==> src/rtl/sync_fifo.sv <==
// Single-clock byte FIFO with request/acknowledge handshakes and registered flags.
// Define FIFO_MEM_CLEAR_EN to reset the storage array as well as the control state.
module sync_fifo #(
   parameter int WIDTH = 8,
   parameter int DEPTH = 16
) (
   input  logic             clk,
   input  logic             rst,
   input  logic [WIDTH-1:0] data_i,
   input  logic             en_r,
   input  logic             en_w,
   output logic [WIDTH-1:0] data_o,
   output logic             full,
   output logic             empty,
   output logic             ack_r,
   output logic             ack_w
);

   localparam int AW = $clog2(DEPTH);
   localparam logic [AW:0]   FULL_CNT = (AW+1)'(DEPTH);
   localparam logic [AW-1:0] PTR_ONE  = AW'(1);
   localparam logic [AW:0]   CNT_ONE  = (AW+1)'(1);

   logic [WIDTH-1:0] mem_q [DEPTH];
   logic [AW-1:0]    wp_q, wp_d;
   logic [AW-1:0]    rp_q, rp_d;
   logic [AW:0]      cnt_q, cnt_d;
   logic [WIDTH-1:0] data_q, data_d;
   logic             full_q, full_d;
   logic             empty_q, empty_d;
   logic             ack_r_q, ack_r_d;
   logic             ack_w_q, ack_w_d;
   logic             wr_acc, rd_acc;

   // Acceptance uses the registered flags, so a full FIFO refuses a write
   // even when a read frees a slot on the same edge (and vice versa).
   assign wr_acc = en_w & ~full_q;
   assign rd_acc = en_r & ~empty_q;

   always_comb begin
      wp_d    = wp_q;
      rp_d    = rp_q;
      cnt_d   = cnt_q;
      data_d  = data_q;
      ack_w_d = wr_acc;
      ack_r_d = rd_acc;
      if (wr_acc) begin
         wp_d = wp_q + PTR_ONE;
      end
      if (rd_acc) begin
         rp_d   = rp_q + PTR_ONE;
         data_d = mem_q[rp_q];
      end
      if (wr_acc && !rd_acc) begin
         cnt_d = cnt_q + CNT_ONE;
      end else if (rd_acc && !wr_acc) begin
         cnt_d = cnt_q - CNT_ONE;
      end
      full_d  = (cnt_d == FULL_CNT);
      empty_d = (cnt_d == '0);
   end

   always_ff @(posedge clk or negedge rst) begin
      if (!rst) begin
         wp_q    <= '0;
         rp_q    <= '0;
         cnt_q   <= '0;
         data_q  <= '0;
         full_q  <= 1'b0;
         empty_q <= 1'b1;
         ack_r_q <= 1'b0;
         ack_w_q <= 1'b0;
      end else begin
         wp_q    <= wp_d;
         rp_q    <= rp_d;
         cnt_q   <= cnt_d;
         data_q  <= data_d;
         full_q  <= full_d;
         empty_q <= empty_d;
         ack_r_q <= ack_r_d;
         ack_w_q <= ack_w_d;
      end
   end

`ifdef FIFO_MEM_CLEAR_EN
   always_ff @(posedge clk or negedge rst) begin
      if (!rst) begin
         for (int unsigned i = 0; i < DEPTH; i++) begin
            mem_q[i] <= '0;
         end
      end else if (wr_acc) begin
         mem_q[wp_q] <= data_i;
      end
   end
`else
   always_ff @(posedge clk) begin
      if (wr_acc) begin
         mem_q[wp_q] <= data_i;
      end
   end
`endif

   assign data_o = data_q;
   assign full   = full_q;
   assign empty  = empty_q;
   assign ack_r  = ack_r_q;
   assign ack_w  = ack_w_q;

endmodule

==> config.mk <==
export PLATFORM = sky130hd
export DESIGN_NAME = sync_fifo
export DESIGN_NICKNAME = d
export VERILOG_FILES = /design/src/rtl/sync_fifo.sv
export SDC_FILE = /design/constraint.sdc
export NUM_CORES = 1
export LEC_CHECK = 0
export CORE_UTILIZATION = 55
export CTS_CLUSTER_DIAMETER = 200
export DETAILED_ROUTE_END_ITERATION = 8
export DONT_BUFFER_PORTS = 1
export PLACE_DENSITY = 0.75
export SLEW_MARGIN = 0
export SYNTH_ARGS = -nofsm -noshare
export SYNTH_HDL_FRONTEND = slang
export SYNTH_SLANG_ARGS = --single-unit
==> constraint.sdc <==
create_clock -name clk -period 2.35 [get_ports clk]
set_clock_uncertainty 0.2 [all_clocks]
set_input_delay 0.47 -clock clk [delete_from_list [all_inputs] [get_ports clk]]
set_output_delay 0.47 -clock clk [all_outputs]
set_load 0.02 [all_outputs]
### Word level (Yosys, flattened, before mapping)

Memories as Yosys holds them, arrays and structs flattened. A register that Yosys moved wholly into a read port is not among the register bits.
Index checks and enable logic that the tools add are counted.

| storage, ports and cells | value |
|---|---|
| flip-flop bits (word level) | 17 |
| memory bits (writable) | 128 |
| input port bits | 12 |
| output and inout port bits | 12 |
| memories kept | 1 |

| cells by class | value |
|---|---|
| add/sub/neg operators | 4 |
| equal/unequal tests | 1 |
| mux-type cells | 4 |
| bitwise logic cells | 4 |
| reduce and logical (&&, ||, !) cells | 6 |

Memories:

| memory | words | width | read ports | clocked after Yosys merged registers in | write ports | RTL line | text |
|---|---|---|---|---|---|---|---|
| mem_q | 16 | 8 | 1 | 1 | 1 | 24 | `logic [WIDTH-1:0] mem_q [DEPTH];` |

Operators by type and width:

| kind | count |
|---|---|
| $mux 5 | 2 |
| $add 4x1->4 const B | 2 |
| $add 5x1->5 const B | 1 |
| $eq 5x5->1 const B | 1 |
| $logic_not 5->1 | 1 |
| $sub 5x1->5 const B | 1 |
| $logic_not 1->1 | 3 |
| $and 1x1->1 | 2 |
| $logic_and 1x1->1 | 2 |
| $mux 1 | 2 |
| $not 1->1 | 2 |

### Longest topological paths before layout

Gate-level depths: netlist (run 1).

| depth | value |
|---|---|
| depth in word-level cells | 7 |
| gate-level depth with buffers | 7 |
| gate-level depth less buffers | 7 |

### Worst setup path before layout (run 1)

No wires, ideal clock.

| timing path | value |
|---|---|
| path type | register to register |
| start | register full_q (netlist: full) |
| end | memory mem_q[3][0] (enable) |
| arrival | 1529 ps |
| path slack | 238 ps |
| stages on the path, launching flop included | 6 |
| path buffers | 1 |
| cell sequence | dfrtp_1 -> nand2b_4 -> inv_2 -> buf_6 -> nand2_1 -> nor3_1 |

| between the ends | value |
|---|---|
| longest elaborated chain between the ends | 4 |

RTL lines:

| element | RTL line | text |
|---|---|---|
| start, declared | 29 | `logic full_q, full_d;` |
| start signal, assigned | 78 | `full_q <= full_d;` |
| $not 1->1 | 37 | `assign wr_acc = en_w & ~full_q;` |
| $and 1x1->1 | 37 |  |
| named net ack_w_d | 32 | `logic ack_w_q, ack_w_d;` |
| $mux 1 | 97 | `if (wr_acc) begin` |
| $mux 1 (implied by the code) | 98 | `mem_q[wp_q] <= data_i;` |
| end, declared | 24 |  |

The timed path passes the listed nets, and every way through them passes these cells.

### Worst setup path in the final report (run 1)

| timing path | value |
|---|---|
| start | register empty_q (netlist: empty) |
| end | register empty_q (netlist: empty) |

| between the ends | value |
|---|---|
| longest elaborated chain between the ends | 6 |

RTL lines:

| element | RTL line | text |
|---|---|---|
| start, declared | 30 | `logic empty_q, empty_d;` |
| start signal, assigned | 79 | `empty_q <= empty_d;` |
| $not 1->1 * | 38 | `assign rd_acc = en_r & ~empty_q;` |
| $and 1x1->1 * | 38 |  |
| $logic_and 1x1->1 or $logic_not 1->1 (tied branches) | 56, 54 |  |
| $mux 5 or $logic_and 1x1->1 (tied branches) | 56, 54 |  |
| $mux 5 * | 54 | `if (wr_acc && !rd_acc) begin` |
| named net cnt_d[4] | 27 | `logic [AW:0] cnt_q, cnt_d;` |
| $logic_not 5->1 * | 60 | `empty_d = (cnt_d == '0);` |
| named net empty_d | 30 |  |

The timed path passes the listed nets; every way through them passes the cells marked *.
A chain may end at the register's enable or synchronous reset.

==> flow_summary.toml, run 1 <==
[worst_setup_path]
cp.required_ns = 2.58
critPathCaptureType = "register"
cp.arrival_ns = 2.30
crit_type = "reg -> reg"
worst_setup_path_start_kind = "register"
crit_fanout = 13

[die]
dieArea_um2 = 11620
coreArea_um2 = 10890
die_width_um = 107.8
ios = 24
rows = 38
start_util = 0.5656
die_h_um = 107.8

[placed_design]
place_hpwl_um = 8125
dpl_cell_area_um2 = 6450
place.gp.congestion = 0.9068
portBuffers = 0
place_ws_ns = 0.3169

[final_layout]
final_core_util = 0.6607
final_cell_mix = "edfxtp_1, mux2i_1, nand2_1"
final_common_cell = "edfxtp_1"
num_antenna_cells = 0
syn_to_final_growth_pct = 16.80
drive_above_1_share = 0.1441
final_cell_area_um2 = 7193
fin_nets = 457

[synth]
syn-instance-count = 402
ys_ff_latch = 153
avgSynthCellArea_um2 = 15.32
synth_top_area_cell = "edfxtp_1"
yosysTopAreaCellShare = 0.6241
syn-cell-area_um2 = 6158
ys_warn_count = 0
yosysUniqueCellTypes = 33
ys_seq_area_frac = 0.7259
ys_top_cells_by_area = "edfxtp_1, mux2i_1, dfrtp_1"
synth_fp_nets = 421

[hold_path]
hp-class = "in -> reg"

[sta]
worst_pin_slew_ns = 0.7485
fmax_mhz = 482.0
rsz0062_at_grt = "no"
fin_crit_sh = 0.8829
worst_hold_slack_ns = 0.03362
period_minus_slack_ns = 2.075
finalSetupTns_ns = 0
drv_slew = 0
setup_viol = 0
final_hold_viol_count = 0
setup_slack_ns = 0.2752
slew_headroom = 0.4994

[clock_tree]
post-cts-setup-buffers = 0
clk-insertion-delay-late_ns = 0.53
cts_tree = "built"
cts-htree-levels = 4
cts_sinks = 153
clk_pin_slew_worst_paths_ns = 0.06
numCtsBuffers = 17
cts_hold_buf = 11
root_buffer = "clkbuf_8"
clk_path_buf_depth = 2
post_cts_resized = 0

[global_route]
overflow = 0
grt_start_max_net_pins = 26
grt_usage = 0.2450
grt_pass1_wl_um = 19670
grt_pass1_vias = 3581
antenna_found_initial = 0

[route]
drt_first_pass_iters = 5
via_count = 3486
wl_per_cell_um = 21.86
drtIter0Drc = 316
routed_via_density = 5.898
ant_nets = 0
drc = 0
wirelength_um = 12920

[pwr]
p_leak_nw = 2.631
vdd_drop_max_v = 0.001107
power-per-cell-area_nw_per_um2 = 1253

[run]
maxCapViolations = 0

[run_status]
status = "finished, final reports clean"
-- power breakdown --
group / internal, mW / switching [mW] / leakage [nW] / total (mW)
Sequential: 3.39 / 0.490 / 1.45 / 3.88
Combinational: 0.946 / 1.37 / 0.890 / 2.31
Clock: 1.82 / 1.00 / 0.288 / 2.82
Total: 6.16 / 2.86 / 2.63 / 9.01
-- synth_stat cells --
library cell  count
o211ai_1          1
buf_2             8
or3_1             1
buf_1             1
inv_2             1
clkbuf_1          6
nand4_1           2
xor2_1            1
inv_4             1
and2_1            1
nand2_1          37
xnor2_1           9
dfrtp_1          24
buf_4             4
nand2b_4          2
o22ai_1           1
ha_1              7
inv_1             5
a22oi_1          16
mux2i_1          64
nand3_1          28
edfxtp_1        128
nor4_1            3
nor2b_1           2
nand2b_1          3
a22oi_4           1
buf_6             1
nor3_1            4
a21oi_1          17
o21ai_0           5
nor2_2            2
dfstp_2           1
nor2_1           15
-- final cells by class --
class | instances | area, um2
clock buffers | 19 | 421.7
clock inverters | 13 | 201.4
fillers | 724 | 3695
inverters | 7 | 28.78
multi-input cells | 222 | 1551
flip-flops and latches | 153 | 4474
well taps | 140 | 175.2
repair buffers | 37 | 340.3
-- worst max-delay path, cell delays in order, from the launching register on --
cell and delay (ns):
dfstp_2 0.59, nand2b_4 0.26, nand2_1 0.14, o21ai_0 0.27, xnor2_1 0.19, inv_1 0.09, nor4_1 0.24
-- cell families after synthesis --
family | share of synthesized area
flip-flops | 0.7259
AND/OR/NAND/NOR | 0.07639
multiplexers | 0.1040
AO/OA/AOI/OAI | 0.04307
buffers and inverters | 0.02215
XOR/XNOR | 0.01422
adder cells (fa/ha/maj) | 0.01422
-- flip-flops by register name, summed over array words and instances, names as in the netlist --
name	cells
ack_r	1
ack_w	1
cnt_q	5
data_o	8
empty	1
full	1
mem_q	128
rp_q	4
wp_q	4
-- through the flow --
stage	instances	power (mW)
floorplan	402	5.414
global placement	548	6.036
detailed placement	548	6.133
CTS	591	9.045
global route	591	9.381
finish	591	9.013
-- per-layer routing --
layer,wire (um),GRT usage
met1,5428,0.3218
met2,6217,0.3791
met3,991,0.06719
met4,280,0.1155
met5,0,0
-- path summary, 6_finish.rpt --
path                            startpoint      end  slack, ns  cells past startpoint
worst max-delay path                 empty    empty       0.28                      6
worst min register to register     rp_q[3]  rp_q[3]       0.30                      1
max in group asynchronous              rst    empty       1.54                      2
min in group asynchronous              rst    ack_r       0.18                      2
worst min-delay path                  en_r  rp_q[0]       0.03                      2
worst max register to register       empty    empty       0.28                      6
No activity file was read; power rests on OpenSTA's default activity.
==> inputs of run 2 (changes only) <==
--- a/config.mk
+++ b/config.mk
@@ -5,11 +5,13 @@
 export SDC_FILE = /design/constraint.sdc
 export NUM_CORES = 1
 export LEC_CHECK = 0
+export ABC_CLOCK_PERIOD_IN_PS = 2350
 export CORE_UTILIZATION = 55
 export CTS_CLUSTER_DIAMETER = 200
 export DETAILED_ROUTE_END_ITERATION = 8
 export DONT_BUFFER_PORTS = 1
 export PLACE_DENSITY = 0.75
+export SKIP_LAST_GASP = 1
 export SLEW_MARGIN = 0
 export SYNTH_ARGS = -nofsm -noshare
 export SYNTH_HDL_FRONTEND = slang
==> results of run 2 <==
No change in the layout: final DEF, timing and power equal those of run 1.
==> inputs of run 3 (changes only) <==
--- a/config.mk
+++ b/config.mk
@@ -6,6 +6,7 @@
 export NUM_CORES = 1
 export LEC_CHECK = 0
 export ABC_CLOCK_PERIOD_IN_PS = 2350
+export CORE_ASPECT_RATIO = 1.5
 export CORE_UTILIZATION = 55
 export CTS_CLUSTER_DIAMETER = 200
 export DETAILED_ROUTE_END_ITERATION = 8
==> run 3 against run 2 <==
Against the previous run:
- count of clock-buffer cells in the layout increased by 5
- die area barely moved
- first-iteration DRC count increased by 19%
- sequential cell count unchanged
==> flow_summary.toml, run 3 (same netlist as run 1, synthesis figures left out) <==
[route]
drt_first_pass_iters = 5
wl_per_cell_um = 21.68
drc = 0
routed_via_density = 5.856
drtIter0Drc = 377
ant_nets = 0
via_count = 3490
wirelength_um = 12920

[die]
rows = 47
coreArea_um2 = 11000
start_util = 0.5600
die_h_um = 131.6
die_width_um = 88.40
dieArea_um2 = 11630
ios = 24

[placed_design]
place.gp.congestion = 0.8356
place_hpwl_um = 8007
dpl_cell_area_um2 = 6431
portBuffers = 0

[global_route]
grt_pass1_vias = 3505
grt_pass1_wl_um = 19710
antenna_found_initial = 1
grt_usage = 0.2423
overflow = 0
grt_start_max_net_pins = 26

[final_layout]
final_common_cell = "edfxtp_1"
max_flop_register = "mem_q"
fin_nets = 454
multi_input_area_um2 = 1558
final_cell_area_um2 = 7194
largest_register_ffs = 128
final_cell_mix = "edfxtp_1, mux2i_1, nand2_1"
syn_to_final_growth_pct = 16.82
seq_area_um2 = 4474
drive_above_1_share = 0.1451
num-fill-cells = 782

[run_status]
status = "finished, final reports clean"

[clock_tree]
root_buffer = "clkbuf_16"
cts_sinks = 153
cts-htree-levels = 4
post-cts-setup-buffers = 0
cts_tree = "built"
clk_pin_slew_worst_paths_ns = 0.06
clk_path_buf_depth = 2
clk-insertion-delay-late_ns = 0.42
numCtsBuffers = 17

[pwr]
design_power_total_mw = 8.993
p_leak_nw = 2.647
vdd_drop_max_v = 0.0008071
power-per-cell-area_nw_per_um2 = 1250

[sta]
finalSetupTns_ns = 0
worst_pin_slew_ns = 0.7268
fin_crit_sh = 0.9224
period_minus_slack_ns = 2.168
final_hold_viol_count = 0
setup_viol = 0
worst_hold_slack_ns = 0.08464
drv_slew = 0
fmax_mhz = 461.3
rsz0062_at_grt = "no"
slew_headroom = 0.5139

[worst_setup_path]
critPathCaptureType = "register"
reg2reg_depth = 6
slowest_delay_ns = 0.59
cp.arrival_ns = 2.27
crit_type = "reg -> reg"
cp.required_ns = 2.45
crit_fanout = 13
path_cells = "nand2b_4, inv_4, nor2_2, a22oi_4, xnor2_1, nor4_2"
slowest_stage = "dfstp_2"
worst_setup_path_start_kind = "register"

[hold_path]
hp-class = "in -> reg"
whs_path_depth = 2

[run]
maxCapViolations = 0
## run 3: cell types whose count changed in the layout (fill, tap and decap cells not counted), moves of 3 or more
cell / before / now
bufinv_16: 5 / 2
clkbuf_16: 16 / 21
clkinvlp_4: 5 / 0
inv_4: 1 / 4
## run 3: final timing paths
check                        start        to  slack, ns
max in group asynchronous      rst     empty       1.44
setup reg to reg             empty      full       0.18
min in group asynchronous      rst  cnt_q[1]       0.28
hold reg to reg            rp_q[3]   rp_q[3]       0.31
setup / recovery             empty      full       0.18
hold / removal                en_w     ack_w       0.08
## run 3: where the power goes
| part | internal, mW | leakage (nW) | switching [mW] |
|---|---|---|---|
| Sequential | 3.39 | 1.45 | 0.470 |
| Combinational | 0.918 | 0.871 | 1.33 |
| Clock | 1.85 | 0.322 | 1.04 |
## run 3: worst max-delay path: cells and delay by family, from the launching register on
kind	cells	cell delay, ns
simple gates	3	0.85
buf+inv	1	0.10
compound gates	1	0.11
xor+xnor	1	0.20
flops	1	0.59
## run 3: area by class of cell
cell class,count,share of cell area
Sequential cell,153,0.6219
Multi-Input combinational cell,222,0.2165
Clock buffer,24,0.07600
Timing Repair Buffer,34,0.04209
Tap cell,147,0.02557
Clock inverter,8,0.01357
Inverter,7,0.004000
Antenna cell,1,0.0003478
## run 3: layer usage
layer | GRT usage | vias up | part of all wire
met5 | 0 | - | 0
met4 | 0.1174 | 0 | 0.031
met3 | 0.05967 | 24 | 0.053
met2 | 0.4043 | 145 | 0.53
met1 | 0.2872 | 1748 | 0.39
li1 | - | 1573 | -
## run 3: timing repair
item | in CTS | in global routing
hold buffers | 10 | 0
setup endpoints to repair | 0 | 1
gates resized for setup | 0 | 1
hold endpoints to repair | 153 | 0
## run 3: per-stage QoR
stage / cells / util / setup WS, ns
after floorplan: 402 / - / 0.2378
after global placement: 553 / 0.5848 / 0.4120
after detailed placement: 553 / 0.5848 / 0.2848
after CTS: 595 / 0.6534 / 0.1556
after global routing: 596 / 0.6542 / 0.08844
final: 596 / 0.6542 / 0.1824
